File: src/rtl/prg_uploader_if.sv
// Upload-channel bundle: HPS ioctl upload request/response plus the shared-RAM read port.
// The slave side is the uploader; the master side is the HPS plus the memory it reads from.
interface prg_uploader_if;
    logic        ioctl_upload;
    logic [7:0]  ioctl_index;
    logic        ioctl_rd;
    logic [24:0] ioctl_addr;
    logic [7:0]  ioctl_din;
    logic        ioctl_wait;
    logic        mem_rd;
    logic [24:0] mem_addr;
    logic [7:0]  mem_dout;
    logic [15:0] upload_size;
    logic        size_valid;
    logic        uploading;

    modport slave (
        input  ioctl_upload, ioctl_index, ioctl_rd, ioctl_addr, mem_dout,
        output ioctl_din, ioctl_wait, mem_rd, mem_addr, upload_size, size_valid, uploading
    );

    modport master (
        output ioctl_upload, ioctl_index, ioctl_rd, ioctl_addr, mem_dout,
        input  ioctl_din, ioctl_wait, mem_rd, mem_addr, upload_size, size_valid, uploading
    );
endinterface

File: src/rtl/prg_uploader.sv
// Streams the resident BASIC program from shared RAM to the HPS ioctl upload channel.
// Length comes from the END pointer; each byte request is paced with ioctl_wait.
module prg_uploader #(
    parameter logic [7:0]  PRG_INDEX      = 8'h01,
    parameter logic [24:0] PRG_START_ADDR = 25'h10995,
    parameter logic [24:0] PTR_PROGND     = 25'h103E9,
    parameter logic [15:0] PTR_END_BASE   = 16'h8995,
    parameter logic [15:0] MAX_LEN        = 16'h7000,
    parameter int          RD_LAT         = 1
) (
    input  logic           clk,
    input  logic           reset_n,
    prg_uploader_if.slave  up_if
);

    typedef enum logic [2:0] {
        S_IDLE, S_PTR_LO, S_PTR_HI, S_CALC, S_READY, S_FETCH, S_DONE
    } state_t;

    localparam logic [1:0] LAT = 2'(RD_LAT);

    state_t      state_q, state_d;
    logic [1:0]  cnt_q, cnt_d;
    logic [7:0]  lo_q, lo_d;
    logic [7:0]  hi_q, hi_d;
    logic [7:0]  din_q, din_d;
    logic        wait_q, wait_d;
    logic        mem_rd_q, mem_rd_d;
    logic [24:0] mem_addr_q, mem_addr_d;
    logic [15:0] size_q, size_d;
    logic        valid_q, valid_d;
    logic        uploading_q, uploading_d;

    logic        start_hit;
    logic        rd_hit;
    logic        lat_hit;
    logic        abort;
    logic [15:0] ptr_w;
    logic [15:0] diff_w;
    logic [15:0] len_w;

    assign start_hit = up_if.ioctl_upload && (up_if.ioctl_index == PRG_INDEX);
    assign rd_hit    = (up_if.ioctl_addr[24:16] == 9'd0) && (up_if.ioctl_addr[15:0] < size_q);
    // cnt_q is cleared on the strobe edge, so it equals LAT on the edge the data is valid
    assign lat_hit   = (cnt_q == LAT);
    assign abort     = (state_q != S_IDLE) && (state_q != S_DONE) && !up_if.ioctl_upload;
    assign ptr_w     = {hi_q, lo_q};
    assign diff_w    = ptr_w - PTR_END_BASE;

    always_comb begin
        len_w = diff_w;
        if (ptr_w < PTR_END_BASE) begin
            len_w = 16'd0;
        end else if (diff_w > MAX_LEN) begin
            len_w = MAX_LEN;
        end
    end

    always_ff @(posedge clk) begin
        if (!reset_n) begin
            state_q     <= S_IDLE;
            cnt_q       <= 2'd0;
            lo_q        <= 8'd0;
            hi_q        <= 8'd0;
            din_q       <= 8'd0;
            wait_q      <= 1'b0;
            mem_rd_q    <= 1'b0;
            mem_addr_q  <= 25'd0;
            size_q      <= 16'd0;
            valid_q     <= 1'b0;
            uploading_q <= 1'b0;
        end else begin
            state_q     <= state_d;
            cnt_q       <= cnt_d;
            lo_q        <= lo_d;
            hi_q        <= hi_d;
            din_q       <= din_d;
            wait_q      <= wait_d;
            mem_rd_q    <= mem_rd_d;
            mem_addr_q  <= mem_addr_d;
            size_q      <= size_d;
            valid_q     <= valid_d;
            uploading_q <= uploading_d;
        end
    end

    always_comb begin
        state_d = state_q;
        if (state_q == S_DONE) begin
            state_d = S_IDLE;
        end else if (abort) begin
            state_d = S_DONE;
        end else begin
            case (state_q)
                S_IDLE:   if (start_hit) state_d = S_PTR_LO;
                S_PTR_LO: if (lat_hit) state_d = S_PTR_HI;
                S_PTR_HI: if (lat_hit) state_d = S_CALC;
                S_CALC:   state_d = S_READY;
                S_READY:  if (up_if.ioctl_rd && rd_hit) state_d = S_FETCH;
                S_FETCH:  if (lat_hit) state_d = S_READY;
                default:  state_d = S_IDLE;
            endcase
        end
    end

    always_comb begin
        din_d       = din_q;
        wait_d      = wait_q;
        mem_rd_d    = 1'b0;
        mem_addr_d  = mem_addr_q;
        size_d      = size_q;
        valid_d     = valid_q;
        uploading_d = uploading_q;
        lo_d        = lo_q;
        hi_d        = hi_q;
        cnt_d       = (cnt_q == 2'd3) ? cnt_q : cnt_q + 2'd1;
        if (abort) begin
            wait_d      = 1'b0;
            uploading_d = 1'b0;
        end else begin
            case (state_q)
                S_IDLE: begin
                    if (start_hit) begin
                        uploading_d = 1'b1;
                        wait_d      = 1'b1;
                        valid_d     = 1'b0;
                        mem_rd_d    = 1'b1;
                        mem_addr_d  = PTR_PROGND;
                        cnt_d       = 2'd0;
                    end
                end
                S_PTR_LO: begin
                    if (lat_hit) begin
                        lo_d       = up_if.mem_dout;
                        mem_rd_d   = 1'b1;
                        mem_addr_d = PTR_PROGND + 25'd1;
                        cnt_d      = 2'd0;
                    end
                end
                S_PTR_HI: begin
                    if (lat_hit) hi_d = up_if.mem_dout;
                end
                S_CALC: begin
                    size_d  = len_w;
                    valid_d = 1'b1;
                    wait_d  = 1'b0;
                end
                S_READY: begin
                    if (up_if.ioctl_rd) begin
                        if (rd_hit) begin
                            mem_rd_d   = 1'b1;
                            mem_addr_d = PRG_START_ADDR + {9'd0, up_if.ioctl_addr[15:0]};
                            wait_d     = 1'b1;
                            cnt_d      = 2'd0;
                        end else begin
                            din_d = 8'h00;
                        end
                    end
                end
                S_FETCH: begin
                    if (lat_hit) begin
                        din_d  = up_if.mem_dout;
                        wait_d = 1'b0;
                    end
                end
                default: ;
            endcase
        end
    end

    assign up_if.ioctl_din   = din_q;
    assign up_if.ioctl_wait  = wait_q;
    assign up_if.mem_rd      = mem_rd_q;
    assign up_if.mem_addr    = mem_addr_q;
    assign up_if.upload_size = size_q;
    assign up_if.size_valid  = valid_q;
    assign up_if.uploading   = uploading_q;

endmodule
File: src/flat_wrapper.sv
// flat-port wrapper written by rule: the top's interface ports become plain ports
module prg_uploader_flat 
#(
    parameter logic [7:0]  PRG_INDEX      = 8'h01,
    parameter logic [24:0] PRG_START_ADDR = 25'h10995,
    parameter logic [24:0] PTR_PROGND     = 25'h103E9,
    parameter logic [15:0] PTR_END_BASE   = 16'h8995,
    parameter logic [15:0] MAX_LEN        = 16'h7000,
    parameter int          RD_LAT         = 1
)
  (clk, reset_n, up_if_ioctl_upload, up_if_ioctl_index, up_if_ioctl_rd, up_if_ioctl_addr, up_if_mem_dout, up_if_ioctl_din, up_if_ioctl_wait, up_if_mem_rd, up_if_mem_addr, up_if_upload_size, up_if_size_valid, up_if_uploading);
  prg_uploader_if up_if_i ();
  input  logic clk;
  input  logic reset_n;
  input wire logic [$bits(up_if_i.ioctl_upload)-1:0] up_if_ioctl_upload;
  input wire logic [$bits(up_if_i.ioctl_index)-1:0] up_if_ioctl_index;
  input wire logic [$bits(up_if_i.ioctl_rd)-1:0] up_if_ioctl_rd;
  input wire logic [$bits(up_if_i.ioctl_addr)-1:0] up_if_ioctl_addr;
  input wire logic [$bits(up_if_i.mem_dout)-1:0] up_if_mem_dout;
  output wire logic [$bits(up_if_i.ioctl_din)-1:0] up_if_ioctl_din;
  output wire logic [$bits(up_if_i.ioctl_wait)-1:0] up_if_ioctl_wait;
  output wire logic [$bits(up_if_i.mem_rd)-1:0] up_if_mem_rd;
  output wire logic [$bits(up_if_i.mem_addr)-1:0] up_if_mem_addr;
  output wire logic [$bits(up_if_i.upload_size)-1:0] up_if_upload_size;
  output wire logic [$bits(up_if_i.size_valid)-1:0] up_if_size_valid;
  output wire logic [$bits(up_if_i.uploading)-1:0] up_if_uploading;
  assign up_if_i.ioctl_upload = up_if_ioctl_upload;
  assign up_if_i.ioctl_index = up_if_ioctl_index;
  assign up_if_i.ioctl_rd = up_if_ioctl_rd;
  assign up_if_i.ioctl_addr = up_if_ioctl_addr;
  assign up_if_i.mem_dout = up_if_mem_dout;
  assign up_if_ioctl_din = up_if_i.ioctl_din;
  assign up_if_ioctl_wait = up_if_i.ioctl_wait;
  assign up_if_mem_rd = up_if_i.mem_rd;
  assign up_if_mem_addr = up_if_i.mem_addr;
  assign up_if_upload_size = up_if_i.upload_size;
  assign up_if_size_valid = up_if_i.size_valid;
  assign up_if_uploading = up_if_i.uploading;
  prg_uploader #(.PRG_INDEX(PRG_INDEX), .PRG_START_ADDR(PRG_START_ADDR), .PTR_PROGND(PTR_PROGND), .PTR_END_BASE(PTR_END_BASE), .MAX_LEN(MAX_LEN), .RD_LAT(RD_LAT)) u_core (.clk(clk), .reset_n(reset_n), .up_if(up_if_i));
endmodule
File: config.mk
export PLATFORM = sky130hd
export DESIGN_NAME = prg_uploader_flat
export DESIGN_NICKNAME = d
export VERILOG_FILES = /design/src/rtl/prg_uploader_if.sv /design/src/rtl/prg_uploader.sv /design/src/flat_wrapper.sv
export SDC_FILE = /design/constraint.sdc
export NUM_CORES = 1
export LEC_CHECK = 0
export BUFFER_PORTS_ARGS = -buffer_cell sky130_fd_sc_hd__buf_2
export CAP_MARGIN = 5
export CORE_AREA = 2 2 102 104
export DETAILED_ROUTE_END_ITERATION = 16
export DIE_AREA = 0 0 104 106
export PLACE_DENSITY_LB_ADDON = 0.3
export SLEW_MARGIN = 20
export SYNTH_ARGS = -nofsm -noshare
export SYNTH_HDL_FRONTEND = slang
export SYNTH_SLANG_ARGS = --single-unit
File: constraint.sdc
create_clock -name clk -period 3.7 [get_ports clk]
set_input_delay 0.555 -clock clk [delete_from_list [all_inputs] [get_ports clk]]
set_output_delay 0.555 -clock clk [all_outputs]
set_load 0.01 [all_outputs]
Word-level counts from Yosys, hierarchy flattened. Cells that the tools add are included.

Register bits: 74. Input port bits: 45. Logic and storage cells: 106.

$add $sub $neg: 3. Magnitude comparators: 3. Eq/ne operators: 23. Multiplexer cells: 37. Bitwise logic cells: 2. Reductions and logical operators: 26.

Operator list (count): 25-bit 2-to-1 mux (4); 25-bit one-hot mux with 3 select lines (1); 16-bit 2-to-1 mux (2); 8-bit 2-to-1 mux (3); 5-bit AND reduction (4); 17-bit by 16-bit adder with 18-bit output (first input constant) (1); 3-bit 2-to-1 mux (6); 3-bit one-hot mux with 6 select lines (1); 16-bit by 15-bit > comparator with 1-bit output (second input constant) (1); 16-bit < comparator (1); 16-bit < comparator (second input constant) (1); 8-bit one-hot mux with 2 select lines (1); 16-bit subtractor (second input constant) (1); 3-bit by 1-bit != test with 1-bit output (second input constant) (5); 2-bit 2-to-1 mux (6); 2-bit by 1-bit != test with 1-bit output (second input constant) (6); 3-bit == test (second input constant) (3); 9-bit logical NOT (1); 1-bit 2-to-1 mux (9); 3-bit AND reduction (3); 8-bit by 1-bit == test with 1-bit output (second input constant) (1); 3-bit by 2-bit == test with 1-bit output (second input constant) (2); 2-bit one-hot mux with 3 select lines (1); 6-bit AND reduction (1); 19 further kinds (29).

Longest topological paths before layout. Gate-level depths: netlist of run 1.

Word-level depth: 6. Mapped depth: 9.

Least setup slack after synthesis of run 1. No wires, ideal clock.

Path type: input -> register. Start: input up_if_ioctl_addr[1]. End: register u_core.mem_addr_q[13] (netlist: u_core.up_if.mem_addr[13]). Setup time: 0.117 ns. Data arrival time: 2.064 ns. Required time: 3.583 ns. Path slack: 1.518 ns. Cell stages on the path: 7. Buffers on the path: 1. Cells stage by stage: ha_1 a2111oi_4 o311a_1 o2111a_2 o21ai_2 buf_6 a32o_1.

Longest elaborated chain between the ends: 4. Elaborated cells between the ends (all ways): 8.

RTL lines: start: declaration (RTL line flat_wrapper.sv:18) `input wire logic [$bits(up_if_i.ioctl_addr)-1:0] up_if_ioctl_addr;`; 17-bit by 16-bit adder with 18-bit output / 16-bit < comparator (equally long branches) (RTL line prg_uploader.sv:152, prg_uploader.sv:43); 25-bit 2-to-1 mux / 1-bit logical AND (equally long branches) (RTL line prg_uploader.sv:150, prg_uploader.sv:43); 25-bit 2-to-1 mux / 2-bit by 1-bit != test with 1-bit output (equally long branches); 25-bit one-hot mux with 3 select lines / 6-bit AND reduction (equally long branches); end signal: assignment (RTL line prg_uploader.sv:80) `mem_addr_q <= mem_addr_d;`; end: declaration (RTL line prg_uploader.sv:29) `logic [24:0] mem_addr_q, mem_addr_d;`.

Several ways; a longest one is shown, not always the timed one. The select of a mux whose other input is x is not followed. A chain may end at the register's enable or synchronous reset.

Worst setup path after layout of run 1.
Start: register u_core.lo_q[0]. End: register u_core.size_q[2] (netlist: u_core.up_if.upload_size[2]).

Longest elaborated chain between the ends: 4. Elaborated cells between the ends (all ways): 5.

RTL lines: start: declaration (RTL line prg_uploader.sv:24) `logic [7:0] lo_q, lo_d;`; start signal: assignment (RTL line prg_uploader.sv:75) `lo_q <= lo_d;`; 16-bit subtractor (RTL line prg_uploader.sv:48) `assign diff_w = ptr_w - PTR_END_BASE;`; 16-bit by 15-bit > comparator with 1-bit output (RTL line prg_uploader.sv:54) `end else if (diff_w > MAX_LEN) begin`; 16-bit 2-to-1 mux (RTL line prg_uploader.sv:54); 16-bit 2-to-1 mux * (RTL line prg_uploader.sv:52) `if (ptr_w < PTR_END_BASE) begin`; end signal: assignment (RTL line prg_uploader.sv:81) `size_q <= size_d;`; end: declaration (RTL line prg_uploader.sv:30) `logic [15:0] size_q, size_d;`.

Mark *: on every way between the ends. The rest lies on a longest branch, timed or not.

==> metrics.yaml, run 1 <==
final-seq-area_um2: 1340
arrival_ps: 2670
skew_ps: 11.2
cts_buffers: 9
clk_pin_slew_ps: 80
async_reset_ff_share_pct: 0
root_buffer: "clkbuf_8"
sequentialPowerShare_pct: 50.7
cts.sinks: 67
drv_slew: 0
post-route-period-util_pct: 66.2
multiInputGateArea_um2: 2300
drt-initial-drc-count: 181
die_h_um: 106
gp_congestion: 0.873
fill_cells: 1025
worstSetupStartpointType: "register"
cts_tree: "done"
finalWirelength_um: 9880
fmax_mhz: 408
die_area_um2: 11000
ys_ff_latch: 67
cp.required_ps: 3920
clkPwrFrac_pct: 40.5
cts_buffer_depth: 2
place_inst: 648
critical_path_class: "register to register"
avgRoutedWirePerCell_um: 14.9
initial_core_util_pct: 38.5
vias: 3534
setup_viol: 0
hold_path.class: "input pin to register"
io_pins: 98
cts-resized-gates: 0
grt_pass1_vias: 3277
syn_to_final_growth_pct: 18.3
ant_nets: 0
critPathMaxStageDelay_ps: 510
p_int_w: 0.00104
netlist_instances: 440
layout_setup_ws_ps: 1250
antenna_found_initial: 0
power.leakage_nw: 1.91
p_comb_share_pct: 8.9
place_ws_ps: 1150
power.density_nw_per_um2: 315
synth_area_um2: 3850
rsz0062_at_grt: "no"
swShare_pct: 27.4
maxCapViolCount: 0
clk_latency_ps: 350
critical_path.top_delay_family: "compound AO/OA/AOI/OAI gates"
yosysWarnings: 0
path_buf_inv: 1
max_slew_margin_pct: 36.7
avgSynthCellArea_um2: 8.75
h-tree-depth: 3
diodes: 0
crit_slowest_cell: "dfxtp_1"
status: "completed"
period_needed_ps: 2450
fin_tns_setup_ps: 0
worstPathMaxFanout: 9
p_sw_w: 0.000392
drc_errors: 0
grt_first_pass_wirelength_um: 16200
hpwlAfterDp_um: 7650
grt_max_degree: 29
io_buffers: 90
core_um2: 10000
ir_worst_vdd_v: 0.000147
drive_above_1_share_pct: 23.9
synth.distinct_cells: 68
cp-end-kind: "register"
grt-ovfl-total: 0
grt_use_total_pct: 18.1
synth-edff-count: 0
hold_violations: 0
tightest_slew_ps: 946
ctsHoldBuffers: 0
nets: 586
synthFlopType: "dfxtp_1"
path_cells: "inv_1 -> ha_1 -> and2b_1 -> o21a_1 -> o21ai_1 -> o31a_1 -> a22oi_2 -> o31ai_1"
postCtsSetupBuffers: 0
dr.pass1.iters: 4
std_cell_rows: 37
routed_via_density: 5.32
stdcell_count: 664
die_x_um: 104
synth-seq-area-share_pct: 34.9
==> state kept, by name, summed over array words and instances (netlist names) <==
signal	count
u_core.up_if.mem_rd	1
u_core.up_if.mem_addr	18
u_core.up_if.ioctl_din	8
u_core.up_if.upload_size	16
u_core.state_q	3
u_core.hi_q	8
u_core.lo_q	8
u_core.up_if.uploading	1
u_core.up_if.ioctl_wait	1
u_core.cnt_q	2
u_core.up_if.size_valid	1
==> routing by layer <==
layer,routed length [um],track usage (%),up-vias,share of wire (%)
met5,0,0,-,0
met4,112,6.08,0,1.1
met3,461,3.37,11,4.7
met2,4430,28.1,88,45
met1,4870,25.2,1675,49
li1,-,-,1760,-
==> worst register-to-register path: cells and delay by family (launching register included) <==
| family | cells | cell delay [ps] |
|---|---|---|
| flip-flops | 1 | 510 |
| buffers and inverters | 1 | 90 |
| AND/OR/NAND/NOR | 1 | 310 |
| adder cells (fa/ha/maj) | 1 | 250 |
| AO/OA/AOI/OAI | 5 | 1170 |
==> synth_stat cells (2+ instances only) <==
cell       instances  area share, %
inv_1             25            2.4
buf_4              7            1.4
nand4_1            7            1.1
buf_2              3           0.39
or2_2              2           0.33
o31ai_1           11            2.1
nor2_1            34            3.3
nand3b_1           2           0.39
o2111ai_1          2           0.46
nor4_1             3           0.49
xnor2_1           12            2.7
nor2_2             2           0.33
clkbuf_1          13            1.3
o211ai_2           3           0.98
nor3b_1            3           0.59
mux2i_1           17            4.4
and2_1             2           0.33
and3_1             3           0.49
o21ai_0           20            2.6
a21oi_1           24            3.1
a32o_1            12            3.1
dfxtp_1           67             35
nand2b_1           3           0.49
nor2b_1           10            1.6
o21a_1             4           0.78
nand3_1           12            1.6
nand2_1           39            3.8
o221a_1            7            2.0
a211o_1            2           0.46
a21o_1             2           0.39
o31a_1             2           0.46
nor3_1            10            1.3
xor2_1             8            1.8
a22o_1            10            2.3
or3_1              2           0.33
ha_1              18            5.9
a2111oi_4          2            1.4
o21ai_1            3           0.39
o211ai_1           2           0.39
o2111a_1           2           0.59
==> power by group through the flow <==
| stage | registers, W | logic, W | clock network, W |
|---|---|---|---|
| after floorplan | 0.000742 | 0.0000786 | 0 |
| after global placement | 0.000742 | 0.000124 | 0 |
| after detailed placement | 0.000742 | 0.000127 | 0 |
| after CTS | 0.000725 | 0.000127 | 0.000591 |
| after global routing | 0.000726 | 0.000142 | 0.000626 |
| final | 0.000726 | 0.000127 | 0.000580 |
==> cell type report <==
type | instances | area share (%)
multi-input combinational | 328 | 50.5
inverter | 26 | 2.14
tap | 136 | 3.74
clock buffer | 10 | 3.02
clock inverter | 6 | 1.07
sequential | 67 | 29.5
timing repair buffer | 91 | 10.1
==> cell families (layout without fill, tap and decap cells) <==
kind of cell	count (synthesis)	in the layout	share of synthesized area, %
simple gates	140	140	17.8
compound gates	126	126	26.5
flops	67	67	34.9
buf+inv	51	133	5.95
xor+xnor	20	20	4.55
fa+ha+maj	18	18	5.85
mux	17	17	4.42
other cells	1	7	0.0974
==> stage by stage <==
stage          instance area (um^2)  power [W]  hold WS (ps)  utilization [%]
5_1_grt                        4550    0.00149           453             45.5
3_3_place_gp                   4370   0.000866           453             43.7
6_report                       4550    0.00143           451             45.5
2_1_floorplan                  3870   0.000821           444                -
4_1_cts                        4550    0.00144           445             45.5
3_5_place_dp                   4370   0.000869           459             43.7
==> path summary, 6_finish.rpt <==
path / startpoint / to / slack [ps] / cells past startpoint
max: u_core.lo_q[0]$_SDFFE_PN0P_ / u_core.up_if.upload_size[2]$_SDFFE_PN0P_ / 1250 / 8
min reg2reg: u_core.up_if.mem_addr[0]$_SDFFE_PN0P_ / u_core.up_if.mem_addr[0]$_SDFFE_PN0P_ / 470 / 2
min: up_if_mem_dout[1] / u_core.up_if.ioctl_din[1]$_SDFFE_PN0P_ / 450 / 2
max reg2reg: u_core.lo_q[0]$_SDFFE_PN0P_ / u_core.up_if.upload_size[2]$_SDFFE_PN0P_ / 1250 / 8
==> cell usage in the layout, fill, tap and decap left out, types with 17 or more instances in the layout <==
cell / count
a21oi_1: 24
mux2i_1: 17
inv_1: 25
dfxtp_1: 67
buf_2: 90
o21ai_0: 20
nand2_1: 39
nor2_1: 34
ha_1: 18
(Power assumes the default switching activity.)
==> run 2: changes to the inputs <==
Clock period 3.7 ns to 2.21 ns, I/O delays scaled along.
==> run 2 against run 1 <==
- combinational power rose by 93%
- global-route usage rose by 1.6 points
- clock-buffer cell count did not move
- clock power rose by 100%
- sequential share of layout area fell by 2.6 points
- non-clock buffer count rose by 36
- final cell count rose by 5.4%
- largest power group unchanged
- highest routed layer unchanged
==> metrics.yaml, run 2 (synthesis results as in run 1) <==
grtUsageMet2_pct: 32.4  # +4.3 points
post-route-period-util_pct: 95.7  # +30 points
hold_ws_ps: 223  # -229 ps
io_buffers: 90  # unchanged
vias: 3738  # +5.8%
ctsHoldBuffers: 0  # unchanged
ir_worst_vdd_v: 0.000273  # +87%
cts_tree: "done"
drt-initial-drc-count: 149  # -18%
multiInputGateArea_um2: 2460  # +7.0%
antenna_found_initial: 0  # unchanged
nets: 622  # +6.1%
core_um2: 10000  # unchanged
clk_pin_slew_ps: 80  # about the same
fill_cells: 990  # -3.4%
cts_buffers: 9  # unchanged
busiest_layer: "met2"
gp_congestion: 0.899  # +3.0%
initial_core_util_pct: 38.5  # unchanged
root_buffer: "clkbuf_8"
cts_buffer_depth: 2  # unchanged
die_h_um: 106  # unchanged
grt_max_degree: 21  # -28%
hold_violations: 0  # unchanged
crit_slowest_cell: "o311a_1"
grt-ovfl-total: 0  # unchanged
diodes: 0  # unchanged
die_area_um2: 11000  # unchanged
final-seq-area_um2: 1350  # +0.93%
ant_nets: 0  # unchanged
max_slew_margin_pct: 56.9  # +20 points
syn_to_final_growth_pct: 31.2
largest_reg_flops: 18  # unchanged
rrSetupSlack_ps: 90  # -1160 ps
maxCapViolCount: 0  # unchanged
power_w: 0.00264  # +84%
power.leakage_nw: 2.16  # +13%
power.density_nw_per_um2: 523  # +66%
critical_path_class: "register to register"
clk_latency_ps: 350  # about the same
h-tree-depth: 3  # unchanged
drive_above_1_share_pct: 34.4  # +11 points
hpwlAfterDp_um: 8250  # +7.9%
worstPathMaxFanout: 8  # -1
fmax_mhz: 473  # +16%
cts.sinks: 67  # unchanged
met3_usage_pct: 4.11  # +0.74 points
grt_use_total_pct: 19.6  # +1.6 points
arrival_ps: 2350  # -320 ps
avgRoutedWirePerCell_um: 15.5  # +4.0%
grt_first_pass_wirelength_um: 17700  # +9.3%
hold_path.class: "input pin to register"
tightest_slew_ps: 640  # -306 ps
post-route-util_pct: 50.5  # +4.9 points
skew_ps: 8.20  # -3.00 ps
grt_pass1_vias: 3755  # +15%
cp.required_ps: 2440  # -1480 ps
critPathMaxStageDelay_ps: 390  # -120 ps
layout_common_cells: "buf_2, dfxtp_1, nand2_1"
setup_viol: 0  # unchanged
dr.pass1.iters: 5  # +1
path_cells: "inv_2 -> ha_4 -> o21a_1 -> nor2_1 -> o311a_1 -> o2111a_2 -> o21a_4 -> o221a_1"
use_met1_pct: 25.8  # +0.60 points
die_x_um: 104  # unchanged
cp-end-kind: "register"
io_pins: 98  # unchanged
std_cell_rows: 37  # unchanged
status: "completed"
finalWirelength_um: 10800  # +9.7%
drc_errors: 0  # unchanged
routed_via_density: 5.34  # +0.33%
drv_slew: 0  # unchanged
worstSetupStartpointType: "register"
layout_commonest_cell: "buf_2"
period_needed_ps: 2120  # -335 ps
==> run 2: changes by cell type in the layout (fill, tap and decap cells not counted), sizes merged <==
cell and delta:
buf +36, clkinv +1, inv -2, bufinv +2, clkinvlp -1
==> run 2: final timing paths <==
| path | from | to | cells past startpoint |
|---|---|---|---|
| hold reg to reg | u_core.up_if.upload_size[6]$_SDFFE_PN0P_ | u_core.up_if.upload_size[6]$_SDFFE_PN0P_ | 2 |
| hold / removal | up_if_mem_dout[2] | u_core.up_if.ioctl_din[2]$_SDFFE_PN0P_ | 2 |
| setup reg to reg | u_core.up_if.upload_size[3]$_SDFFE_PN0P_ | u_core.up_if.mem_addr[16]$_SDFFE_PN0P_ | 8 |
| setup / recovery | u_core.up_if.upload_size[3]$_SDFFE_PN0P_ | u_core.up_if.mem_addr[16]$_SDFFE_PN0P_ | 8 |
==> run 2: stage by stage <==
step	TNS (ps)	worst slack, ps	area, um^2	std cells
after floorplan	0	135	3870	446
after global placement	0	41.9	4620	681
after detailed placement	-89.2	-18.1	4620	681
after CTS	0	9.52	4840	697
after global routing	-15.3	-15.3	5050	700
final	0	94.3	5050	700
==> run 2: power breakdown <==
part / leakage, nW / switching, W / internal, W
clock network: 0.108 / 0.000517 / 0.000666
logic: 1.50 / 0.000140 / 0.000105
registers: 0.545 / 0.00000379 / 0.00121
total: 2.16 / 0.000661 / 0.00198
==> run 2: routing by layer <==
metal | routed length [um] | vias up | share of wire [%]
li1 | - | 1835 | -
met1 | 5060 | 1762 | 47
met2 | 4990 | 120 | 46
met3 | 584 | 21 | 5.4
met4 | 197 | 0 | 1.8
met5 | 0 | - | 0
==> run 2: area by class of cell <==
class | instances | area share (%)
sequential | 67 | 26.8
clock inverter | 6 | 1.76
timing repair buffer | 127 | 14.6
inverter | 26 | 1.93
multi-input combinational | 328 | 48.7
clock buffer | 10 | 2.73
tap | 136 | 3.37
==> run 2: critical path: cells and delay by family (launching register included) <==
kind | cells | cell delay, ps
AND/OR/NAND/NOR | 1 | 30
flip-flops | 1 | 360
AO/OA/AOI/OAI | 5 | 1300
buffers and inverters | 1 | 50
adder cells (fa/ha/maj) | 1 | 240
==> run 2: what timing repair did <==
action / CTS / global route
resized for setup: 0 / 45
buffers inserted: 0 / 2
endpoints found under the setup margin: 0 / 40
